### config.mk
export PLATFORM = sky130hd
export DESIGN_NAME = nonce_dispatcher_flat
export DESIGN_NICKNAME = d
export VERILOG_FILES = /design/src/rtl/nonce_dispatcher_if.sv /design/src/rtl/nonce_dispatcher.sv /design/src/flat_wrapper.sv
export SDC_FILE = /design/constraint.sdc
export NUM_CORES = 1
export LEC_CHECK = 0
export BUFFER_PORTS_ARGS = -buffer_cell sky130_fd_sc_hd__buf_2
export CAP_MARGIN = 20
export CORE_AREA = 2 2 293 295
export DETAILED_ROUTE_END_ITERATION = 7
export DIE_AREA = 0 0 295 297
export HOLD_SLACK_MARGIN = 0.03
export PLACE_DENSITY = 0.51
export SLEW_MARGIN = 20
export SYNTH_ARGS = -nofsm -noshare
export SYNTH_HDL_FRONTEND = slang
export SYNTH_SLANG_ARGS = --single-unit
export TNS_END_PERCENT = 10
### constraint.sdc
create_clock -name clk -period 28.4 [get_ports clk]
set_input_delay 5.68 -clock clk [delete_from_list [all_inputs] [get_ports clk]]
set_output_delay 5.68 -clock clk [all_outputs]
set_load 0.05 [all_outputs]
### src/rtl/nonce_dispatcher_if.sv
// Handshake bundle between block storage / hash cores and the nonce dispatcher.
// The dispatcher uses the slave modport; block storage and cores drive through master.
interface nonce_dispatcher_if #(
    parameter int NUM_CORES = 4
);
    localparam int ID_W = $clog2(NUM_CORES);

    logic                 state_valid;
    logic                 new_block;
    logic [351:0]         initial_state;
    logic                 state_taken;
    logic [NUM_CORES-1:0] core_req;
    logic [NUM_CORES-1:0] core_found;
    logic [NUM_CORES-1:0] core_grant;
    logic [351:0]         work_state;
    logic [31:0]          work_nonce;
    logic                 work_abort;
    logic                 found_valid;
    logic [ID_W-1:0]      found_id;
    logic                 exhausted;

    modport master (
        output state_valid, new_block, initial_state, core_req, core_found,
        input  state_taken, core_grant, work_state, work_nonce, work_abort,
               found_valid, found_id, exhausted
    );

    modport slave (
        input  state_valid, new_block, initial_state, core_req, core_found,
        output state_taken, core_grant, work_state, work_nonce, work_abort,
               found_valid, found_id, exhausted
    );
endinterface

### src/rtl/nonce_dispatcher.sv
// Latches a block header and hands out fixed-size nonce chunks to requesting
// hash cores in round-robin order; aborts outstanding work on a new block or a find.
module nonce_dispatcher #(
    parameter int NUM_CORES  = 4,
    parameter int CHUNK_LOG2 = 8
) (
    input  logic                 clk,
    input  logic                 reset,
    nonce_dispatcher_if.slave    bus
);
    localparam int ID_W = $clog2(NUM_CORES);

    typedef enum logic [1:0] {S_IDLE, S_DISPATCH, S_EXHAUSTED} state_t;

    state_t               r_state;
    logic [31:0]          r_base;
    logic [ID_W-1:0]      r_last;
    logic [NUM_CORES-1:0] r_grant;
    logic [31:0]          r_nonce;
    logic [351:0]         r_work_state;
    logic                 r_state_taken;
    logic                 r_abort;
    logic                 r_found_valid;
    logic [ID_W-1:0]      r_found_id;
    logic                 r_exhausted;

    logic                 w_load;
    logic                 w_found_any;
    logic [ID_W-1:0]      w_found_idx;
    logic [NUM_CORES-1:0] w_eligible;
    logic [ID_W:0]        w_cand;
    logic                 w_win_valid;
    logic [ID_W-1:0]      w_win_idx;
    logic [32:0]          w_next_base;

    assign w_load      = bus.state_valid & bus.new_block;
    assign w_found_any = |bus.core_found;
    assign w_next_base = {1'b0, r_base} + (33'd1 << CHUNK_LOG2);

    // NOTE: every variable written here gets a default first so no latch is inferred.
    always_comb begin
        w_found_idx = '0;
        for (int i = NUM_CORES - 1; i >= 0; i--) begin
            if (bus.core_found[i]) w_found_idx = ID_W'(i);
        end
    end

    // A core granted last cycle is skipped, so a held request waits at least one cycle.
    always_comb begin
        w_eligible  = bus.core_req & ~r_grant;
        w_win_valid = 1'b0;
        w_win_idx   = '0;
        w_cand      = '0;
        for (int k = 0; k < NUM_CORES; k++) begin
            w_cand = {1'b0, r_last} + (ID_W+1)'(k + 1);
            if (w_cand >= (ID_W+1)'(NUM_CORES)) w_cand = w_cand - (ID_W+1)'(NUM_CORES);
            if (!w_win_valid && w_eligible[w_cand[ID_W-1:0]]) begin
                w_win_valid = 1'b1;
                w_win_idx   = w_cand[ID_W-1:0];
            end
        end
    end

    // NOTE: state uses non-blocking assignments; pulse outputs default low each cycle.
    always_ff @(posedge clk or posedge reset) begin
        if (reset) begin
            r_state       <= S_IDLE;
            r_base        <= '0;
            r_last        <= ID_W'(NUM_CORES - 1);
            r_grant       <= '0;
            r_nonce       <= '0;
            r_work_state  <= '0;
            r_state_taken <= 1'b0;
            r_abort       <= 1'b0;
            r_found_valid <= 1'b0;
            r_found_id    <= '0;
            r_exhausted   <= 1'b0;
        end else begin
            r_grant       <= '0;
            r_state_taken <= 1'b0;
            r_abort       <= 1'b0;
            r_found_valid <= 1'b0;
            r_exhausted   <= (r_state == S_EXHAUSTED);

            if (w_found_any && r_state != S_IDLE) begin
                r_found_valid <= 1'b1;
                r_found_id    <= w_found_idx;
                r_abort       <= 1'b1;
                r_state       <= S_IDLE;
                r_exhausted   <= 1'b0;
            end

            if (w_load) begin
                r_work_state  <= bus.initial_state;
                r_base        <= '0;
                r_state_taken <= 1'b1;
                r_state       <= S_DISPATCH;
                r_exhausted   <= 1'b0;
                if (r_state != S_IDLE) r_abort <= 1'b1;
            end else if (!w_found_any && r_state == S_DISPATCH && w_win_valid) begin
                r_grant <= NUM_CORES'(1) << w_win_idx;
                r_nonce <= r_base;
                r_last  <= w_win_idx;
                r_base  <= w_next_base[31:0];
                if (w_next_base[32]) r_state <= S_EXHAUSTED;
            end
        end
    end

    assign bus.core_grant  = r_grant;
    assign bus.work_nonce  = r_nonce;
    assign bus.work_state  = r_work_state;
    assign bus.state_taken = r_state_taken;
    assign bus.work_abort  = r_abort;
    assign bus.found_valid = r_found_valid;
    assign bus.found_id    = r_found_id;
    assign bus.exhausted   = r_exhausted;
endmodule

### src/flat_wrapper.sv
// flat-port wrapper written by rule: the top's interface ports become plain ports
module nonce_dispatcher_flat 
#(
    parameter int NUM_CORES  = 4,
    parameter int CHUNK_LOG2 = 8
)
  (clk, reset, bus_state_valid, bus_new_block, bus_initial_state, bus_core_req, bus_core_found, bus_state_taken, bus_core_grant, bus_work_state, bus_work_nonce, bus_work_abort, bus_found_valid, bus_found_id, bus_exhausted);
  nonce_dispatcher_if #(.NUM_CORES(NUM_CORES)) bus_i ();
  input  logic clk;
  input  logic reset;
  input wire logic [$bits(bus_i.state_valid)-1:0] bus_state_valid;
  input wire logic [$bits(bus_i.new_block)-1:0] bus_new_block;
  input wire logic [$bits(bus_i.initial_state)-1:0] bus_initial_state;
  input wire logic [$bits(bus_i.core_req)-1:0] bus_core_req;
  input wire logic [$bits(bus_i.core_found)-1:0] bus_core_found;
  output wire logic [$bits(bus_i.state_taken)-1:0] bus_state_taken;
  output wire logic [$bits(bus_i.core_grant)-1:0] bus_core_grant;
  output wire logic [$bits(bus_i.work_state)-1:0] bus_work_state;
  output wire logic [$bits(bus_i.work_nonce)-1:0] bus_work_nonce;
  output wire logic [$bits(bus_i.work_abort)-1:0] bus_work_abort;
  output wire logic [$bits(bus_i.found_valid)-1:0] bus_found_valid;
  output wire logic [$bits(bus_i.found_id)-1:0] bus_found_id;
  output wire logic [$bits(bus_i.exhausted)-1:0] bus_exhausted;
  assign bus_i.state_valid = bus_state_valid;
  assign bus_i.new_block = bus_new_block;
  assign bus_i.initial_state = bus_initial_state;
  assign bus_i.core_req = bus_core_req;
  assign bus_i.core_found = bus_core_found;
  assign bus_state_taken = bus_i.state_taken;
  assign bus_core_grant = bus_i.core_grant;
  assign bus_work_state = bus_i.work_state;
  assign bus_work_nonce = bus_i.work_nonce;
  assign bus_work_abort = bus_i.work_abort;
  assign bus_found_valid = bus_i.found_valid;
  assign bus_found_id = bus_i.found_id;
  assign bus_exhausted = bus_i.exhausted;
  nonce_dispatcher #(.NUM_CORES(NUM_CORES), .CHUNK_LOG2(CHUNK_LOG2)) u_core (.clk(clk), .reset(reset), .bus(bus_i));
endmodule
# Word level (Yosys, flattened, before mapping)
# Cells that the tools add are included.
# word_totals
out_inout_bits	394
ff_bits	430
input_bits	364
wordCells	87
# classes
n_lt_le_gt_ge	8
addsub	9
reduce_logical	14
eq_ne	2
shifts	1
n_mux	38
n_bitwise	4
# op_table
cell	count
$mux 32	2
$add 32x9->33 const B	1
$mux 2	16
$mux 1	14
$ge 3x3->1 const B	4
$lt 2x3->1 const B	4
$bmux 1 s2	4
$mux 4	2
$sub 2x1->2 const B	4
$add 2x2->3 const B	2
$logic_and 1x1->1	6
$and 4x4->4	1
$logic_not 1->1	4
$not 4->4	1
$reduce_bool 2->1	2
$reduce_or 4->1	1
$shl 1x2->4 const A	1
$add 2x1->3 const B	1
$add 2x3->3 const B	1
$eq 2x1->1 const B	1
$eq 2x2->1 const B	1
$reduce_and 2->1	1
$and 1x1->1	1
$not 1->1	1

# Longest topological paths before layout
# Gate-level depths: netlist of run 1.
# depth
depth_word	18
mapped_depth	7
mapped_depth_nobuf	4

# Least setup slack after synthesis of run 1
# No wires, ideal clock.
# synth_timing
kind	input to register
start	input bus_core_found[1]
end	register u_core.r_nonce[14] (netlist: u_core.bus.work_nonce[14])
n_path_buf	1
required_time_ns	28.275
setup_ns	0.125
path_stages	5
arrival_ns	7.086
slack_ns	21.189
cell_sequence	nor4_4 > nand2_2 > nor2_4 > buf_6 > mux2_4
# synth_between
elab_chain_cells	5
# synth_lines
item	line_no	rtl
from (decl)	flat_wrapper.sv:15	input wire logic [$bits(bus_i.core_found)-1:0] bus_core_found;
$reduce_or 4->1	nonce_dispatcher.sv:37	assign w_found_any = |bus.core_found;
$logic_not 1->1	nonce_dispatcher.sv:100	end else if (!w_found_any && r_state == S_DISPATCH && w_win_valid) begin
$logic_and 1x1->1 (2 in series)	nonce_dispatcher.sv:100	
$reduce_and 2->1 (no source line)	-	
to (signal assigned)	nonce_dispatcher.sv:102	r_nonce <= r_base;
to (decl)	nonce_dispatcher.sv:19	logic [31:0] r_nonce;
# No other way between the ends.
# A chain may end at the register's enable or synchronous reset.

==> results of run 1 <==
cells by family after synthesis:
kind of cell	Yosys count	synth area share
AO/OA/AOI/OAI	45	0.0186
flip-flops	414	0.636
other	1	0.000230
multiplexers	36	0.0263
AND/OR/NAND/NOR	1160	0.288
buffers and inverters	107	0.0298
adder cells (fa/ha/maj)	1	0.000768
synth_stat cells, drive strengths merged (2+ instances only):
| master | number | area share |
|---|---|---|
| dfrtp | 412 | 0.63 |
| dfstp | 2 | 0.0032 |
| inv | 7 | 0.0016 |
| mux2i | 12 | 0.0074 |
| o31ai | 11 | 0.0051 |
| o21ai | 6 | 0.0018 |
| a21oi | 19 | 0.0058 |
| o22ai | 2 | 0.00077 |
| nand2b | 13 | 0.0050 |
| and2b | 3 | 0.0016 |
| nand2 | 1078 | 0.25 |
| buf | 29 | 0.012 |
| or4 | 10 | 0.0046 |
| or3 | 2 | 0.00077 |
| nand3b | 2 | 0.00092 |
| and3 | 6 | 0.0025 |
| and4 | 2 | 0.0011 |
| clkbuf | 71 | 0.016 |
| mux2 | 24 | 0.019 |
| nor2b | 3 | 0.0012 |
| nand4 | 6 | 0.0032 |
| nor4 | 14 | 0.011 |
| nor2 | 9 | 0.0025 |
| nand3 | 7 | 0.0029 |
state kept, by name, indices dropped and copies added, names as in the netlist:
register                flops
u_core.bus.work_state     352
u_core.bus.work_nonce      24
u_core.r_base              24
u_core.bus.core_grant       4
u_core.bus.found_id         2
u_core.r_last               2
u_core.r_state              2
u_core.bus.exhausted        1
u_core.bus.found_valid      1
u_core.bus.state_taken      1
u_core.bus.work_abort       1
power by group:
part           switching [uW]  leakage (uW)  total, uW  internal [uW]
registers                35.0       0.00521        690            655
logic                     344       0.00675        435           91.0
clock network             251      0.000781        632            380
per-layer routing:
metal | routed length [microns] | global-route usage | vias up
met4 | 1270 | 0.0355 | 8
met5 | 42 | 0 | -
met2 | 27000 | 0.205 | 435
li1 | - | - | 6887
met1 | 22400 | 0.149 | 6558
met3 | 3910 | 0.0330 | 85
final timing paths:
| kind | startpoint | end | slack, ns | cells after the start |
|---|---|---|---|---|
| min | u_core.bus.work_state[30] | u_core.bus.work_state[30] | 0.47 | 2 |
| min in group asynchronous | reset | u_core.bus.work_state[180] | 5.26 | 2 |
| min reg2reg | u_core.bus.work_state[30] | u_core.bus.work_state[30] | 0.47 | 2 |
| max in group clk | bus_state_valid | u_core.bus.work_state[140] | 20.74 | 6 |
| max reg2reg | u_core.bus.core_grant[0] | u_core.bus.work_nonce[24] | 26.04 | 4 |
| max | reset | u_core.bus.work_state[349] | 20.26 | 5 |
area by class of cell:
cell class	instances	area, sq um
Tap cell	1144	1430
Antenna cell	5	12.5
Clock buffer	70	1420
Sequential cell	414	10400
Clock inverter	14	189
Fill cell	9183	61700
Timing Repair Buffer	760	3860
Inverter	7	41.3
Multi-Input combinational cell	1250	5470
worst reg2reg max path: cells and delay by family (launching register included):
kind             cells  cell delay [ns]
AO/OA/AOI/OAI        1             0.21
flip-flops           1             0.38
multiplexers         1             0.42
AND/OR/NAND/NOR      2             1.23
cell usage in the layout (no fill, tap or decap), types with 3 or more instances in the layout:
cell / instances
sky130_fd_sc_hd__mux2i_1: 12
sky130_fd_sc_hd__bufinv_16: 4
sky130_fd_sc_hd__o21ai_0: 6
sky130_fd_sc_hd__mux2_1: 7
sky130_fd_sc_hd__a21oi_1: 19
sky130_fd_sc_hd__clkinv_2: 4
sky130_fd_sc_hd__buf_4: 9
sky130_fd_sc_hd__nand2_1: 1076
sky130_fd_sc_hd__diode_2: 5
sky130_fd_sc_hd__conb_1: 8
sky130_fd_sc_hd__clkbuf_8: 11
sky130_fd_sc_hd__nor4_2: 9
sky130_fd_sc_hd__buf_2: 749
sky130_fd_sc_hd__clkbuf_1: 10
sky130_fd_sc_hd__o31ai_1: 11
sky130_fd_sc_hd__nor2_1: 8
sky130_fd_sc_hd__and3_1: 4
sky130_fd_sc_hd__clkinvlp_4: 3
sky130_fd_sc_hd__mux2_2: 7
sky130_fd_sc_hd__dfrtp_1: 412
sky130_fd_sc_hd__and2b_2: 3
sky130_fd_sc_hd__nand2b_1: 13
sky130_fd_sc_hd__or4_1: 10
sky130_fd_sc_hd__mux2_4: 10
sky130_fd_sc_hd__nor4_1: 3
sky130_fd_sc_hd__nor2b_1: 3
sky130_fd_sc_hd__inv_1: 5
sky130_fd_sc_hd__clkbuf_16: 49
sky130_fd_sc_hd__nand3_1: 6
sky130_fd_sc_hd__nand4_1: 5
through the flow:
| stage | std cells | setup WS (ns) |
|---|---|---|
| final | 3664 | 20.26 |
| after global routing | 3664 | 19.73 |
| after CTS | 3659 | 20.11 |
| after detailed placement | 3575 | 19.45 |
| after global placement | 3575 | 19.41 |
| after floorplan | 1771 | 11.20 |
==> qor.yml, run 1 <==
outcome: "completed"
synthToLayoutAreaGrowth_pct: 39.9
drc: 0
first_global_vias: 14000
worstHoldPathType: "reg -> reg"
cts_num_sinks: 414
grt_first_pass_wirelength_microns: 83400
routed_wirelength_microns: 54600
clock_insertion_delay_worst_skew_ns: 0.57
synth-main-ff-cell: "sky130_fd_sc_hd__dfrtp_1"
setup-tns-final_ns: 0
area_enclosed_by_the_die_boundary_sq_um: 87600
fmaxAchievable_ghz: 0.123
crit_fanout: 117
post_drt_wl_per_cell_microns: 14.9
path_cells: "buf_2, inv_8, buf_4, buf_4, buf_4"
timing.hold.ws_ns: 0.467
edff_count_synth: 0
finalMaxSlewViolations: 0
place_hpwl_microns: 39000
start_util: 0.193
kind_of_capture_point_of_the_worst_setup_path: "async pin"
placement_rows: 107
fraction_of_layout_cells_with_a_size_suffix_above_1: 0.349
worstSetupStartpointType: "input port"
placement_cell_area_sq_um: 21200
yosysUniqueCellTypes: 51
cts_made_buffers: 48
post_cts_buffers: 0
drtIter0Drc: 818
period_needed_ns: 8.14
syn-mean-instance-area_sq_um: 9.23
max-cap-violations: 0
vias: 14000
cellPowerDensity_nw_per_um2: 77.1
postLayoutCoreUtil: 0.270
tritoncts: "yes"
required_ns: 28.98
cts_resized: 0
portBuffers: 749
final.setup_skew_ns: 0.0127
cp_data_arrival_time_ns: 8.72
worst-slew-pin-transition_ns: 1.05
finalHoldViolCount: 0
groute.usage.overall: 0.121
clock_slew_at_reported_path_ffs_ns: 0.06
synth_warnings: 0
relSlewSlack: 0.299
postLayoutCellArea_sq_um: 22800
slowest_stage: "sky130_fd_sc_hd__buf_4"
cts-hold-fix-buffers: 0
cts.htree.levels: 2
critPathTopFamily: "buffers and inverters"
post_synth_inst_count: 1764
synth_seq_cells: 414
die_w_microns: 295
maximum_buffer_depth_of_the_clock_tree: 3
leakagePower_uw: 0.0127
cp_common_cell: "sky130_fd_sc_hd__buf_4"
crit_type: "in -> async"
globalplace.congestion: 0.854
report.final.setup_viol: 0
yosysSeqAreaShare: 0.636
avgViaCountPerCell: 3.81
floorplan.core_area_sq_um: 84500
synthesis.area_sq_um: 16300
initial_antenna_violation_count: 9
dieHeight_microns: 297
nets: 2846
num_io_pins: 758
clock-root-buffer: "sky130_fd_sc_hd__clkbuf_16"
timing.critical_path.buf_inv: 5
ys_async_sr_fraction: 1.00
critPathMaxStageDelay_ns: 0.79
ant_nets: 0
grt_setup_unrepaired: "no"
grt.overflow.total: 0
detailedRoute.firstPassIterationCount: 5
pin_count_of_the_biggest_net_entering_global_routing: 184
total_power_uw: 1760
power.ir.vdd_worst_v: 0.0000426
final.period_utilization: 0.286
No activity file was read; power rests on OpenSTA's default activity.
==> run 2: changes to the inputs <==
- clock period: 28.4 -> 7.7 ns (I/O delays scaled with it)
==> qor.yml, run 2 (synthesized netlist as in run 1, its figures left out) <==
synthToLayoutAreaGrowth_pct: 40.7
placed_instances: 3574
nets: 2846
first_global_vias: 14100
hold_depth: 2
ant_nets: 0
cellPowerDensity_nw_per_um2: 288
reg2reg_depth: 4
worstReg2RegStart: "u_core.r_base[10]"
slowest_stage: "sky130_fd_sc_hd__buf_4"
fillers: 9129
hold_end: "u_core.bus.work_state[128]"
worstHoldPathType: "reg -> reg"
grt.overflow.total: 0
kind_of_capture_point_of_the_worst_setup_path: "flop"
cts_resized: 0
grt_first_pass_wirelength_microns: 83300
portBuffers: 749
maximum_buffer_depth_of_the_clock_tree: 3
clock_insertion_delay_worst_skew_ns: 0.58
num_io_pins: 758
outcome: "completed"
max-cap-violations: 0
cts-hold-fix-buffers: 0
die_w_microns: 295
leakagePower_uw: 0.0128
cts_num_sinks: 414
crit_start: "bus_state_valid"
preCtsSetupSlack_ns: 3.58
post_cts_buffers: 0
final.period_utilization: 0.457
path_cells: "buf_2, nand2_4, buf_4, buf_4, nand2_1, nand2_1"
period_needed_ns: 3.52
globalplace.congestion: 0.806
finalMaxSlewViolations: 0
dieHeight_microns: 297
regToRegSetupSlack_ns: 5.33
largest_register_ff_count: 352
avgViaCountPerCell: 3.83
finalHoldViolCount: 0
detailedRoute.firstPassIterationCount: 5
clock_slew_at_reported_path_ffs_ns: 0.06
post_drt_wl_per_cell_microns: 14.8
drc: 0
min-delay-start: "u_core.bus.work_state[128]"
routed_wirelength_microns: 54300
final_common_cell: "sky130_fd_sc_hd__nand2_1"
worst-slew-pin-transition_ns: 1.11
vias: 14100
place_hpwl_microns: 38100
floorplan.core_area_sq_um: 84500
crit_fanout: 85
timing.critical_path.buf_inv: 3
placement_rows: 107
start_util: 0.193
groute.usage.overall: 0.120
critPathTopFamily: "buffers and inverters"
fraction_of_layout_cells_with_a_size_suffix_above_1: 0.350
finalWorstSetupSlack_ns: 4.18
cts_made_buffers: 49
power.ir.vdd_worst_v: 0.000148
final.setup_skew_ns: 0.0178
crit_type: "in -> reg"
total_power_uw: 6590
area_enclosed_by_the_die_boundary_sq_um: 87600
stdcell_count: 3670
drtIter0Drc: 804
pin_count_of_the_biggest_net_entering_global_routing: 188
clock-root-buffer: "sky130_fd_sc_hd__clkbuf_16"
worstSetupStartpointType: "input port"
setup-tns-final_ns: 0
initial_antenna_violation_count: 8
fmaxAchievable_ghz: 0.284
critPathMaxStageDelay_ns: 0.79
report.final.setup_viol: 0
grt_setup_unrepaired: "no"
tritoncts: "yes"
required_ns: 8.21
postLayoutCoreUtil: 0.271
layout_common_cells: "sky130_fd_sc_hd__nand2_1, sky130_fd_sc_hd__buf_2, sky130_fd_sc_hd__dfrtp_1"
r2r-end: "u_core.r_base[22]"
relSlewSlack: 0.258
cts.htree.levels: 2
cp_data_arrival_time_ns: 4.03
run 2: changes by cell type in the layout (fill, tap and decap cells not counted):
cell	delta
sky130_fd_sc_hd__clkbuf_1	+1
sky130_fd_sc_hd__buf_12	+3
sky130_fd_sc_hd__inv_8	-1
sky130_fd_sc_hd__inv_6	-1
sky130_fd_sc_hd__clkinvlp_4	-1
sky130_fd_sc_hd__clkbuf_16	+2
sky130_fd_sc_hd__clkinv_4	+1
sky130_fd_sc_hd__clkbuf_8	+4
sky130_fd_sc_hd__buf_4	-4
sky130_fd_sc_hd__clkinv_2	+2
run 2: where the power goes:
group          switching (uW)  internal (uW)  total (uW)
logic                    1260            338        1600
clock network             962           1490        2450
registers                 125           2410        2540
run 2: worst max-delay path by stage:
stage          slack (ns)                    endpoint  cells past startpoint
3_3_place_gp         3.59  u_core.bus.work_state[182]                      6
2_1_floorplan        0.58    u_core.bus.core_grant[0]                      1
3_5_place_dp         3.58  u_core.bus.work_state[180]                      6
5_1_grt              3.98   u_core.bus.work_state[49]                      6
4_1_cts              4.20  u_core.bus.work_state[169]                      6
6_report             4.18  u_core.bus.work_state[180]                      6
run 2: area by class of cell:
type	count	area, sq um	area share
inverter	7	37.5	0.00164
clock inverter	14	184	0.00803
timing repair buffer	759	3890	0.170
antenna	5	12.5	0.000546
multi-input combinational	1250	5470	0.239
tap	1144	1430	0.0625
sequential	414	10400	0.452
clock buffer	77	1520	0.0665
run 2: worst reg2reg max path, delay by kind of cell, from the launching register on:
kind | cells | cell delay, ns
AOI/OAI and AO/OA | 1 | 0.16
DFF | 1 | 0.46
and+or+nand+nor | 3 | 1.69
run 2: metal layers:
metal / wire length [microns] / vias up / global-route usage / share of wire
met5: 34 / - / 0 / 0.00063
met4: 1850 / 6 / 0.0470 / 0.034
met3: 3510 / 108 / 0.0321 / 0.065
met2: 27000 / 454 / 0.205 / 0.50
met1: 21900 / 6590 / 0.143 / 0.40
li1: - / 6903 / - / -
run 2: stage by stage:
stage / hold WS, ns / cell area [sq um]
finish: 0.465 / 22900
global route: 0.480 / 22900
CTS: 0.471 / 22900
detailed placement: 0.456 / 21200
global placement: 0.452 / 21200
floorplan: 0.473 / 16300
